File: config.mk
export PLATFORM = sky130hd
export DESIGN_NAME = hrange_lanes
export DESIGN_NICKNAME = d
export VERILOG_FILES = /design/src/rtl/hrange_lanes.sv
export SDC_FILE = /design/constraint.sdc
export NUM_CORES = 1
export LEC_CHECK = 0
export CAP_MARGIN = 10
export CORE_MARGIN = 2
export CORE_UTILIZATION = 35
export DETAILED_ROUTE_END_ITERATION = 10
export GPL_ROUTABILITY_DRIVEN = 0
export HOLD_SLACK_MARGIN = 0.08
export PLACE_DENSITY = 0.65
export SKIP_CTS_REPAIR_TIMING = 1
export SLEW_MARGIN = 30
export SYNTH_ARGS = -nofsm -noshare
export SYNTH_HDL_FRONTEND = slang
export SYNTH_SLANG_ARGS = --single-unit
File: constraint.sdc
create_clock -name _clock -period 17.7 [get_ports _clock]
set_input_delay 2.655 -clock _clock [delete_from_list [all_inputs] [get_ports _clock]]
set_output_delay 2.655 -clock _clock [all_outputs]
set_load 0.01 [all_outputs]
File: src/rtl/hrange_lanes.sv
// hrange_lanes: streams range(base, limit, step) as LANES values per beat
// behind a start/ready/valid/done handshake. A zero step is flagged as
// an error. All range arithmetic is done in a widened signed width, so
// values past the WIDTH range never wrap back into the range.
module hrange_lanes #(
  parameter int WIDTH = 32,
  parameter int LANES = 4
) (
  input  logic                     _clock,
  input  logic                     _reset,
  input  logic                     _start,
  input  logic signed [WIDTH-1:0]  base,
  input  logic signed [WIDTH-1:0]  limit,
  input  logic signed [WIDTH-1:0]  step,
  input  logic                     _ready,
  output logic                     _valid,
  output logic [WIDTH*LANES-1:0]   _0,
  output logic [LANES-1:0]         _mask,
  output logic                     _done,
  output logic                     _error
);

  // Extended width: room for LANES*step on top of any in-range cursor.
  localparam int EW = WIDTH + $clog2(LANES) + 2;

  typedef enum logic [1:0] {IDLE, RUN, LAST} state_t;

  function automatic logic signed [EW-1:0] ext(input logic signed [WIDTH-1:0] v);
    return {{(EW-WIDTH){v[WIDTH-1]}}, v};
  endfunction

  function automatic logic in_range(input logic signed [EW-1:0] v,
                                    input logic signed [EW-1:0] lim,
                                    input logic                 up);
    return up ? (v < lim) : (v > lim);
  endfunction

  state_t                  state_p0;
  logic signed [EW-1:0]    cur_p0;
  logic signed [EW-1:0]    lim_p0;
  logic signed [EW-1:0]    stp_p0;

  logic signed [EW-1:0]    src_cur;
  logic signed [EW-1:0]    src_lim;
  logic signed [EW-1:0]    src_stp;
  logic signed [EW-1:0]    acc;
  logic signed [EW-1:0]    nxt_cur;
  logic [LANES-1:0]        lane_ok;
  logic [WIDTH*LANES-1:0]  lane_bits;
  logic                    up;
  logic                    nxt_ok;
  logic                    is_last;

  // Beat builder: lanes, lane mask, next cursor and last flag from either
  // the fresh start operands or the running cursor.
  always_comb begin
    src_cur   = _start ? ext(base)  : cur_p0;
    src_lim   = _start ? ext(limit) : lim_p0;
    src_stp   = _start ? ext(step)  : stp_p0;
    up        = ~src_stp[EW-1];
    lane_ok   = '0;
    lane_bits = '0;
    acc       = src_cur;
    for (int k = 0; k < LANES; k++) begin
      lane_ok[k]                  = in_range(acc, src_lim, up);
      lane_bits[k*WIDTH +: WIDTH] = acc[WIDTH-1:0];
      acc                         = acc + src_stp;
    end
    nxt_cur = acc;
    nxt_ok  = in_range(acc, src_lim, up);
    is_last = (lane_ok != {LANES{1'b1}}) || !nxt_ok;
  end

  // Stage p0: control FSM and registered beat; start overrides reset.
  always_ff @(posedge _clock) begin
    if (_start) begin
      cur_p0 <= nxt_cur;
      lim_p0 <= ext(limit);
      stp_p0 <= ext(step);
      if (step == '0) begin
        _valid   <= 1'b0;
        _done    <= 1'b1;
        _error   <= 1'b1;
        state_p0 <= IDLE;
      end else if (!lane_ok[0]) begin
        _valid   <= 1'b0;
        _done    <= 1'b1;
        _error   <= 1'b0;
        state_p0 <= IDLE;
      end else begin
        _valid   <= 1'b1;
        _0       <= lane_bits;
        _mask    <= lane_ok;
        _done    <= 1'b0;
        _error   <= 1'b0;
        state_p0 <= is_last ? LAST : RUN;
      end
    end else if (_reset) begin
      state_p0 <= IDLE;
      _valid   <= 1'b0;
      _done    <= 1'b1;
      _error   <= 1'b0;
      _0       <= '0;
      _mask    <= '0;
    end else if (_valid && _ready) begin
      if (state_p0 == RUN) begin
        _0       <= lane_bits;
        _mask    <= lane_ok;
        cur_p0   <= nxt_cur;
        state_p0 <= is_last ? LAST : RUN;
      end else begin
        _valid   <= 1'b0;
        _done    <= 1'b1;
        state_p0 <= IDLE;
      end
    end
  end

endmodule

Word-level counts from Yosys, hierarchy flattened
Index checks and enable logic that the tools add are counted.
{ "op_classes": {"n_addsub": 4, "magnitude_cmp": 10, "eq_ne": 6, "mux": 46, "n_reduce_logical": 12} }
{ "op_table": {"columns": ["operator", "count"], "rows": [
  ["two-way mux 128 bit", 6],
  ["two-way mux 36 bit", 7],
  ["greater-than comparator 36 bit", 5],
  ["less-than comparator 36 bit", 5],
  ["adder 36 bit", 4],
  ["zero test 32 bit", 1],
  ["two-way mux 4 bit", 6],
  ["two-way mux 1 bit", 20],
  ["two-way mux 2 bit", 7],
  ["nonzero test 2 bit", 3],
  ["nonzero test 3 bit", 2],
  ["!= test 2 x 1 -> 1 bit (second input constant)", 2],
  ["!= test 4 bit (second input constant)", 1],
  ["AND reduction 4 bit", 1],
  ["!= test 3 bit (second input constant)", 1],
  ["AND reduction 3 bit", 1],
  ["== test 2 x 1 -> 1 bit (second input constant)", 1],
  ["!= test 2 bit (second input constant)", 1],
  ["AND reduction 2 bit", 1],
  ["logical AND 1 bit", 1],
  ["zero test 1 bit", 1],
  ["logical OR 1 bit", 1]
]} }
{ "word_totals": {"reg_bits": 245, "out_inout_bits": 135, "word_cells": 87} }

Longest topological paths before layout
{ "depth": {"depth_word": 14, "ltp_mapped": 53, "depth_no_buf": 49} }

Least setup slack after synthesis
Ideal clock, no wire load.
{ "synth_path": {"path_kind": "input to register", "startpoint": "input _start", "endpoint": "register state_p0[1], data pin", "setup_ps": 256, "arrival_time_ps": 13014, "required_time_ps": 17444, "path_slack_ps": 4429, "path_stages": 47, "path_buffers": 3, "path_cell_list": "clkbuf_1 > clkbuf_1 > buf_1 > mux2i_1 > inv_1 > fa_1 > a21o_1 > a21oi_1 > o21bai_1 > a21oi_1 > o21bai_1 > a21o_1 > a211oi_1 > nor2_1 > ha_1 > a21oi_1 > nor4_1 > a21o_1 > [... 11 more ...] > xnor2_1 > ha_1 > and4_1 > a221o_1 > a211oi_4 > o311ai_2 > or4_1 > a31oi_1 > xnor3_1 > ha_1 > nand3_1 > nor2_1 > nand2_1 > nor3_1 > a21oi_1 > xnor2_1 > nand3b_1 > o22a_1"} }
{ "synth_via": {"elab_chain_len": 14, "elab_cells_between_ends": 32} }
{ "synth_lines": {"columns": ["item", "line_no", "rtl"], "rows": [
  ["from (decl)", "11", "input logic _start,"],
  ["two-way mux 36 bit (*)", null, null],
  ["via src_stp[1]", "45", "logic signed [EW-1:0] src_stp;"],
  ["adder 36 bit (3 in series)", "67", "acc = acc + src_stp;"],
  ["adder 36 bit (*)", "67", null],
  ["via acc[35]", "46", "logic signed [EW-1:0] acc;"],
  ["less-than comparator 36 bit or greater-than comparator 36 bit (tied branches)", "35", "return up ? (v < lim) : (v > lim);"],
  ["two-way mux 1 bit (*)", "35", null],
  ["zero test 1 bit (*)", "71", "is_last = (lane_ok != {LANES{1'b1}}) || !nxt_ok;"],
  ["logical OR 1 bit (*)", "71", null],
  ["two-way mux 2 bit (*)", "96, 110", null],
  ["two-way mux 2 bit", "106", "if (state_p0 == RUN) begin"],
  ["two-way mux 2 bit", "105", "end else if (_valid && _ready) begin"],
  ["two-way mux 2 bit", "98", "end else if (_reset) begin"],
  ["two-way mux 2 bit (*)", "76", "if (_start) begin"],
  ["to (signal assigned)", "96", "state_p0 <= is_last ? LAST : RUN;"],
  ["to (signal assigned)", "110", "state_p0 <= is_last ? LAST : RUN;"],
  ["to (decl)", "38", "state_t state_p0;"]
]} }
Mark *: on every way through the listed nets, which the timed path passes. The rest lies on a longest branch. The select of a mux whose other input is x is not followed.
A chain may end at the register's enable or synchronous reset.

Final worst setup path
Ends and elaborated chain as after synthesis.

==> results.sh <==
export IMPL_critPathMaxStageDelay_ps=610
export IMPL_clock_latency_ps=590
export IMPL_cpLargestDelayFamily="compound AO/OA/AOI/OAI gates"
export IMPL_clockBufferDepth=3
export IMPL_antenna_cells=0
export IMPL_status="finished clean"
export IMPL_yosysTopAreaCell="edfxtp_1"
export IMPL_fin_cells=3028
export IMPL_ys_seq_area_share_pct=33.08
export IMPL_period_needed_ps=14260
export IMPL_hold_viol=0
export IMPL_fill_cells=5357
export IMPL_grt_use_total_pct=22.29
export IMPL_synth_area_leaders="edfxtp_1 26%, ha_1 20%, dfxtp_1 7.3%"
export IMPL_min_delay_start="lim_p0[0]$_DFF_P_"
export IMPL_finalSetupViolCount=0
export IMPL_syn_area_per_cell_um2=9.989
export IMPL_cts_tree="done"
export IMPL_synth_flop_cell="edfxtp_1"
export IMPL_antenna_found_initial=0
export IMPL_synth_top_area_share_pct=25.83
export IMPL_grt_pass1_vias=16930
export IMPL_place_hpwl_mm=54.55
export IMPL_drive_above_1_share_pct=7.482
export IMPL_path_clk_slew_ps=60
export IMPL_die_w_um=242.3
export IMPL_worstMarginPinSlew_ps=870.6
export IMPL_die_h_um=242.3
export IMPL_fin_nets=2672
export IMPL_fmax_mhz=70.15
export IMPL_syn_area_um2=19880
export IMPL_overflow=0
export IMPL_io_pins=235
export IMPL_h_tree_depth=1
export IMPL_worstSetupPathType="in -> reg"
export IMPL_drt_vias_per_instance=5.645
export IMPL_synthCells=1990
export IMPL_regArea_um2=6576
export IMPL_rsz0062_at_grt="false"
export IMPL_synth_fp_nets=2412
export IMPL_core_area_um2=56280
export IMPL_r2r_start="stp_p0[1]$_DFF_P_"
export IMPL_cts_sinks=243
export IMPL_dp_slack_ps=3061
export IMPL_crit_buf_inv=2
export IMPL_hp_class="reg -> reg"
export IMPL_postLayoutCellArea_um2=24280
export IMPL_postRouteAntennaNets=0
export IMPL_fin_skew_ps=37.58
export IMPL_placedInstanceArea_um2=23340
export IMPL_ys_types=82
export IMPL_finalWorstSetupSlack_ps=3444
export IMPL_initial_core_util_pct=35.32
export IMPL_numPortBuffers=234
export IMPL_crit_required_ps=18040
export IMPL_fin_setup_tns_ps=0
export IMPL_wire_per_inst_um=22.23
export IMPL_drt_pre_antenna_iters=5
export IMPL_finalCritPeriodShare_pct=80.54
export IMPL_timing_final_max_slew_violations=0
export IMPL_placedCellCount=2976
export IMPL_drv_cap=0
export IMPL_drc=0
export IMPL_postSynth_asyncResetShare_pct=0
export IMPL_yosysWarningCount=0
export IMPL_critPathLaunch="_start"
export IMPL_slowest_stage="mux2i_1"
export IMPL_clock_root_buffer="clkbuf_16"
export IMPL_relSlewSlack_pct=40.30
export IMPL_cts_buffers=28
export IMPL_multi_input_area_um2=12860
export IMPL_crit_fanout=84
export IMPL_area_delta_synth_final_pct=22.16
export IMPL_grt_pass1_wl_mm=101.8
export IMPL_grt_start_max_net_pins=85
export IMPL_synth_seq_cells=243
export IMPL_design_die_area_um2=58720
export IMPL_synth_edff_count=171
export IMPL_totalWireLength_mm=67.32
export IMPL_route_vias_total=17090
export IMPL_start_kind="input pin"
export IMPL_drtIter0Drc=1548
export IMPL_critPathArrivalTime_ps=14600
export IMPL_placementRows=87
export IMPL_end_kind="register"
## flip-flops by register name (all words and copies together) (netlist names)
register	count
_0	126
cur_p0	36
lim_p0	36
_error	1
_done	1
_valid	1
state_p0	2
_mask	4
stp_p0	36
## worst register-to-register path, delay by kind of cell (launching register included)
family | cells | cell delay (ps)
adders and majority gates | 5 | 1860
buffers and inverters | 1 | 290
and+or+nand+nor | 14 | 3100
AOI/OAI and AO/OA | 19 | 4200
xor gates and xnor gates | 5 | 1290
DFF | 1 | 300
muxes | 1 | 460
## logic make-up (layout without fill, tap and decap cells)
family          Yosys count  count (layout)  synth area share, %
mux                      96              96                5.218
simple gates            476             476                12.92
buf+inv                 127             409                2.448
xor+xnor                127             127                5.702
compound gates          599             599                20.22
fa+ha+maj               322             322                20.42
flops                   243             243                33.08
## layer usage
metal / global-route usage [%] / wire, um / vias up
met3: 3.124 / 4641 / 150
met2: 37.19 / 31360 / 701
li1: - / - / 8102
met4: 8.842 / 2777 / 0
met5: 0 / 0 / -
met1: 29.03 / 28550 / 8141
## placed cells by master (no fill, tap or decap), types with 8 or more instances in the layout
cell type,n
nor2b_1,107
nor2_1,92
nand4_1,61
and4_1,10
mux2i_1,35
nor4_1,9
o21a_1,26
o21bai_1,24
a21o_1,127
nand3_1,24
a211oi_1,20
o21ai_1,10
a21oi_1,162
mux2_2,61
xnor2_1,81
ha_1,318
clkdlybuf4s50_1,233
clkbuf_16,29
buf_4,35
clkbuf_1,11
xor2_1,44
a31oi_1,8
o21ai_0,97
or3_1,9
a21boi_0,11
dfxtp_1,72
nand2_1,72
edfxtp_1,171
nor3_1,32
a22o_1,31
o211ai_1,13
inv_1,87
nand2b_1,18
and3_1,14
## final timing paths
path / endpoint / slack (ps) / cells after the start
max: state_p0[1]$_DFFE_PP_ / 3440 / 46
min: lim_p0[0]$_DFF_P_ / 520 / 1
max reg2reg: state_p0[1]$_DFFE_PP_ / 5990 / 45
min reg2reg: lim_p0[0]$_DFF_P_ / 520 / 1
## layout make-up
| type | instances | area share, % |
|---|---|---|
| Clock buffer | 43 | 3.329 |
| Timing Repair Buffer | 270 | 10.85 |
| Multi-Input combinational cell | 1620 | 52.96 |
| Sequential cell | 243 | 27.08 |
| Inverter | 87 | 1.345 |
| Clock inverter | 9 | 0.5462 |
| Tap cell | 756 | 3.895 |
## through the flow
step	util, %	hold WS, ps
2_1_floorplan	-	471.8
3_3_place_gp	41.42	481.6
3_5_place_dp	41.48	499.5
4_1_cts	43.15	513.3
5_1_grt	43.15	529.5
6_report	43.15	519.6
## synth_stat cells, drive strengths merged (12+ instances only)
| cell | instances |
|---|---|
| nor2 | 93 |
| clkbuf | 29 |
| xor2 | 44 |
| nor2b | 108 |
| and3 | 14 |
| a21o | 127 |
| nand2b | 18 |
| a22o | 31 |
| ha | 318 |
| o21ai | 110 |
| o21bai | 24 |
| nand4 | 62 |
| inv | 87 |
| edfxtp | 171 |
| mux2 | 61 |
| nand3 | 24 |
| dfxtp | 72 |
| nor4 | 12 |
| xnor2 | 82 |
| o21a | 26 |
| a21oi | 163 |
| o211ai | 14 |
| mux2i | 35 |
| nor3 | 33 |
| nand2 | 72 |
| a211oi | 23 |
Power is left out: the tool's default activity adds up to more than one toggle a clock period on the data nets, which glitch-free logic cannot reach.
==> edit 1 (same flow settings) <==
Put one more register stage on the output `_error`. The value now appears one clock later. The other outputs are not delayed to match.
--- a/src/rtl/hrange_lanes.sv
+++ b/src/rtl/hrange_lanes.sv
@@ -24,6 +24,8 @@
   localparam int EW = WIDTH + $clog2(LANES) + 2;
 
   typedef enum logic [1:0] {IDLE, RUN, LAST} state_t;
+
+  logic _error_s0;
 
   function automatic logic signed [EW-1:0] ext(input logic signed [WIDTH-1:0] v);
     return {{(EW-WIDTH){v[WIDTH-1]}}, v};
@@ -80,26 +82,26 @@
       if (step == '0) begin
         _valid   <= 1'b0;
         _done    <= 1'b1;
-        _error   <= 1'b1;
+        _error_s0 <= 1'b1;
         state_p0 <= IDLE;
       end else if (!lane_ok[0]) begin
         _valid   <= 1'b0;
         _done    <= 1'b1;
-        _error   <= 1'b0;
+        _error_s0 <= 1'b0;
         state_p0 <= IDLE;
       end else begin
         _valid   <= 1'b1;
         _0       <= lane_bits;
         _mask    <= lane_ok;
         _done    <= 1'b0;
-        _error   <= 1'b0;
+        _error_s0 <= 1'b0;
         state_p0 <= is_last ? LAST : RUN;
       end
     end else if (_reset) begin
       state_p0 <= IDLE;
       _valid   <= 1'b0;
       _done    <= 1'b1;
-      _error   <= 1'b0;
+      _error_s0 <= 1'b0;
       _0       <= '0;
       _mask    <= '0;
     end else if (_valid && _ready) begin
@@ -116,5 +118,9 @@
     end
   end
 
+  always_ff @(posedge _clock) begin
+    _error <= _error_s0;
+  end
+
 endmodule
 
Formal check against the unedited RTL: not equivalent (Yosys sat finds a counterexample within 4 cycles, from zero or initial values).
==> edit 1 against the original RTL <==
  * Area after synthesis increased by 0.10%
  * Worst setup slack lost 0.38 ns
  * Sequential cell count up 1
  * Routed wire length up 0.54%
  * Clock skew fell by 0.0021 ns
  * Sequential share of layout area is essentially flat
  * Cell area is 0.12% higher
Power is left out: the tool's default activity adds up to more than one toggle a clock period on the data nets, which glitch-free logic cannot reach.
==> edit 1: results (changes against the original RTL) <==
| Metric | Value |
|---|---|
| Vias in the first global route | `16.77k (-0.93%)` |
| Top cells by area, synth | `edfxtp_1 26%, ha_1 20%, dfxtp_1 7.3%` |
| Drt via density | `5.673 (+0.49%)` |
| Compound-gate portion of the synthesized area | `20.20% (-0.020 points)` |
| Largest family of logic cells by synthesized area | `adder cells` |
| Status | `finished clean` |
| Synth Area in XOR/XNOR | `5.697% (-0.0057 points)` |
| Worst-path clk slew | `0.07 ns` |
| Antenna violations before repair | `0 (unchanged)` |
| Fillers | `5357 (unchanged)` |
| Num CTS Buffers | `28 (unchanged)` |
| Mapped Nets | `2413 (+0.041%)` |
| Crit-path max FO | `55 (-35%)` |
| Largest reg by FF count | `_0` |
| Post-Synth Adder-Cell Area | `20.40% (-0.021 points)` |
| Slowest CP cell | `mux2i_1` |
| Synth warn | `0 (unchanged)` |
| Post-synth top cells | `318 x ha_1, 171 x edfxtp_1, 163 x a21oi_1` |
| DR WL/cell | `22.38 um (+0.67%)` |
| Max reg flops | `126 (unchanged)` |
| Post-synthesis async set-or-reset flop share | `0% (unchanged)` |
| Worst path max stage delay | `0.59 ns (-0.02 ns)` |
| Htree depth | `1 (unchanged)` |
| Share of layout cells above drive strength 1 | `7.455% (-0.028 points)` |
| Rel. slew slack | `35.94% (-4.4 points)` |
| Non-filler cells, final | `3024 (-0.13%)` |
| Total GRT Usage | `22.17% (-0.12 points)` |
| Sequential area share after synthesis | `33.15% (+0.067 points)` |
| Nets | `2667 (-0.19%)` |
| Post-synthesis cell type count | `82 (unchanged)` |
| IO Port Bufs | `234 (unchanged)` |
| Reg-to-reg slack, setup | `5.99 ns (about the same)` |
| Mapped Avg Cell Area | `9.995 um2 (about the same)` |
| Largest net degree at the start of global routing | `78 (-8.2%)` |
| CP top delay family | `compound AO/OA/AOI/OAI gates` |
| Hold_ws | `0.3315 ns (-0.1881 ns)` |
| Clk buf depth | `3 (unchanged)` |
| Post-synth EDFFs | `171 (unchanged)` |
| Data arrival, critical path | `14.97 ns (+0.37 ns)` |
| Clk Latency, worst-skew pair | `0.59 ns (about the same)` |
| DPL Wire Length | `54580 um (about the same)` |
| Mux contribution to synthesized area | `5.213% (-0.0052 points)` |
| Clock skew | `0.03548 ns (-0.002106 ns)` |
| Clk root buf | `clkbuf_16` |
| Iteration-0 DRC Markers | `1583 (+2.3%)` |
| DRT Pass-1 Iters | `5 (unchanged)` |
| Min-delay worst type | `reg2reg` |
| First-pass GRT wire length | `100900 um (-0.92%)` |
edit 1: cell count changes after synthesis, sizes merged:
cell / delta
dfxtp: +1
edit 1: cells by family after synthesis:
group / Yosys count
compound gates: 599
simple gates: 476
fa+ha+maj: 322
flops: 244
xor+xnor: 127
buf+inv: 127
mux: 96
edit 1: final cells by class:
class / count / area share (%)
well taps: 756 / 3.890
repair buffers: 264 / 10.65
multi-input cells: 1620 / 52.89
diodes: 1 / 0.01029
clock buffers: 40 / 3.360
inverters: 87 / 1.343
clock inverters: 12 / 0.7256
flip-flops and latches: 244 / 27.13
edit 1: worst paths after layout:
check	cells after the start	from	end
setup reg to reg	45	stp_p0[1]	state_p0[1]
hold reg to reg	0	_error_s0	_error
hold / removal	0	_error_s0	_error
setup / recovery	47	_start	state_p0[1]
edit 1: per-layer routing:
layer / GRT usage, % / vias to the layer above / share of wire (%) / routed length (um)
li1: - / 8083 / - / -
met1: 28.44 / 8202 / 42 / 28270
met2: 36.03 / 703 / 46 / 30800
met3: 4.055 / 167 / 7.7 / 5188
met4: 10.48 / 0 / 5.1 / 3424
met5: 0 / - / 0 / 0
edit 1: worst reg2reg max path, delay by kind of cell (launching register included):
kind                     cells  cell delay [ns]
AO/OA/AOI/OAI               21             4.82
XOR/XNOR                     5             1.36
adder cells (fa/ha/maj)      5             2.01
buffers and inverters        1             0.29
flip-flops                   1             0.31
multiplexers                 1             0.45
AND/OR/NAND/NOR             12             2.23
edit 1: per-stage QoR:
stage / setup slack [ns] / instance area (um2)
after floorplan: 4.429 / 19900
after global placement: 2.998 / 23280
after detailed placement: 2.804 / 23290
after CTS: 3.323 / 24280
after global routing: 2.385 / 24310
final: 3.065 / 24310
==> edit 2 (same flow settings) <==
Made on the original files. Change the parameter `LANES` from 4 to 8.
--- a/src/rtl/hrange_lanes.sv
+++ b/src/rtl/hrange_lanes.sv
@@ -4,7 +4,7 @@
 // values past the WIDTH range never wrap back into the range.
 module hrange_lanes #(
   parameter int WIDTH = 32,
-  parameter int LANES = 4
+  parameter int LANES = 8
 ) (
   input  logic                     _clock,
   input  logic                     _reset,
Ports: changed (resized _0 and _mask); port bits go from 235 to 367. The function was not compared with the original's and may differ.
==> edit 2 against the original RTL <==
  * Routed wire length is 96% higher
  * Global-route usage is 2.8 points higher
  * Area after synthesis rose by 75%
  * Worst setup slack worse by 2.8 ns
  * Sequential cell count is 131 higher
  * Highest routed layer is now met5
  * Cell area up 87%
  * Count of clock-buffer cells in the layout increased by 17
  * Die area increased by 74%
Power is left out: the tool's default activity adds up to more than one toggle a clock period on the data nets, which glitch-free logic cannot reach.
==> edit 2: results (changes against the original RTL) <==
| Metric | Value |
|---|---|
| Largest net degree at the start of global routing | `128 (+51%)` |
| Num CTS Buffers | `47 (+68%)` |
| Mux contribution to synthesized area | `3.127% (-2.1 points)` |
| Synth warn | `0 (unchanged)` |
| Htree depth | `2 (+1)` |
| Worst path max stage delay | `0.46 ns (-0.15 ns)` |
| Drt via density | `5.586 (-1.0%)` |
| Total GRT Usage | `25.05% (+2.8 points)` |
| Nets | `5117 (+92%)` |
| IO Port Bufs | `366 (+56%)` |
| Dpl ws | `-0.1595 ns (-3.221 ns)` |
| First-pass GRT wire length | `192300 um (+89%)` |
| Post-Place Cells | `5618 (+89%)` |
| DPL Wire Length | `107900 um (+98%)` |
| Clk Latency, worst-skew pair | `0.66 ns (+0.07 ns)` |
| Mapped Nets | `4345 (+80%)` |
| Share of layout cells above drive strength 1 | `15.71% (+8.2 points)` |
| Worst Max-Slew Pin Slew | `0.9700 ns (+0.09943 ns)` |
| Iteration-0 DRC Markers | `2836 (+83%)` |
| Top cells by area, synth | `edfxtp_1 26%, ha_1 22%, a21o_1 5.9%` |
| Vias in the first global route | `30.93k (+83%)` |
| Synth Area in XOR/XNOR | `6.839% (+1.1 points)` |
| Clock skew | `0.05615 ns (+0.01857 ns)` |
| Post-synth top cells | `617 x ha_1, 310 x a21oi_1, 300 x edfxtp_1` |
| Fillers | `9276 (+73%)` |
| Slowest CP cell | `fa_1` |
| Post-synth EDFFs | `300 (+75%)` |
| Post-synthesis cell type count | `87 (+6.1%)` |
| Max reg flops | `250 (+98%)` |
| Post-Synth Adder-Cell Area | `22.59% (+2.2 points)` |
| Mapped Avg Cell Area | `9.637 um2 (-3.5%)` |
| Crit-path max FO | `6 (-93%)` |
| Compound-gate portion of the synthesized area | `20.54% (+0.32 points)` |
| Data arrival, critical path | `17.47 ns (+2.87 ns)` |
| Sequential area share after synthesis | `30.07% (-3.0 points)` |
| Antenna violations before repair | `10 (+10)` |
| DR WL/cell | `23.12 um (+4.0%)` |
| Non-filler cells, final | `5720 (+89%)` |
| Status | `finished clean` |
| DRT Pass-1 Iters | `5 (unchanged)` |
edit 2: cells by family after synthesis:
| kind of cell | Yosys count |
|---|---|
| buffers and inverters | 198 |
| AND/OR/NAND/NOR | 968 |
| multiplexers | 101 |
| adder cells (fa/ha/maj) | 625 |
| AO/OA/AOI/OAI | 1086 |
| flip-flops | 374 |
| XOR/XNOR | 268 |
edit 2: final timing paths:
path | startpoint | to | slack, ns | cells past startpoint
max | base[0] | state_p0[1] | 0.62 | 75
max reg2reg | cur_p0[0] | state_p0[1] | 2.76 | 73
min | lim_p0[26] | lim_p0[26] | 0.52 | 2
min reg2reg | lim_p0[26] | lim_p0[26] | 0.52 | 2
edit 2: per-layer routing:
layer / track usage, % / up-vias / wire (um)
li1: - / 15203 / -
met1: 34.11 / 15226 / 58250
met3: 4.996 / 266 / 11040
met2: 37.91 / 1253 / 55660
met5: 0 / - / 43
met4: 11.88 / 6 / 7228
edit 2: critical path: cells and delay by family:
family | cells | cell delay [ns]
multiplexers | 2 | 0.48
adder cells (fa/ha/maj) | 10 | 3.23
buffers and inverters | 7 | 1.07
AND/OR/NAND/NOR | 12 | 1.80
XOR/XNOR | 7 | 1.19
AO/OA/AOI/OAI | 37 | 7.01
edit 2: cell type report:
type | instances | area share [%]
inverters | 134 | 1.110
repair buffers | 787 | 15.20
clock inverters | 27 | 0.6431
clock buffers | 60 | 2.813
flip-flops and latches | 374 | 23.14
multi-input cells | 3048 | 53.52
well taps | 1287 | 3.552
diodes | 3 | 0.01656
edit 2: stage by stage:
step	cell area [um2]	hold WS (ns)	util, %
4_1_cts	44650	0.5239	45.30
6_report	45330	0.5230	45.99
5_1_grt	45330	0.5528	45.99
3_5_place_dp	43080	0.5081	43.71
3_3_place_gp	43080	0.5019	43.71
2_1_floorplan	34900	0.4718	-
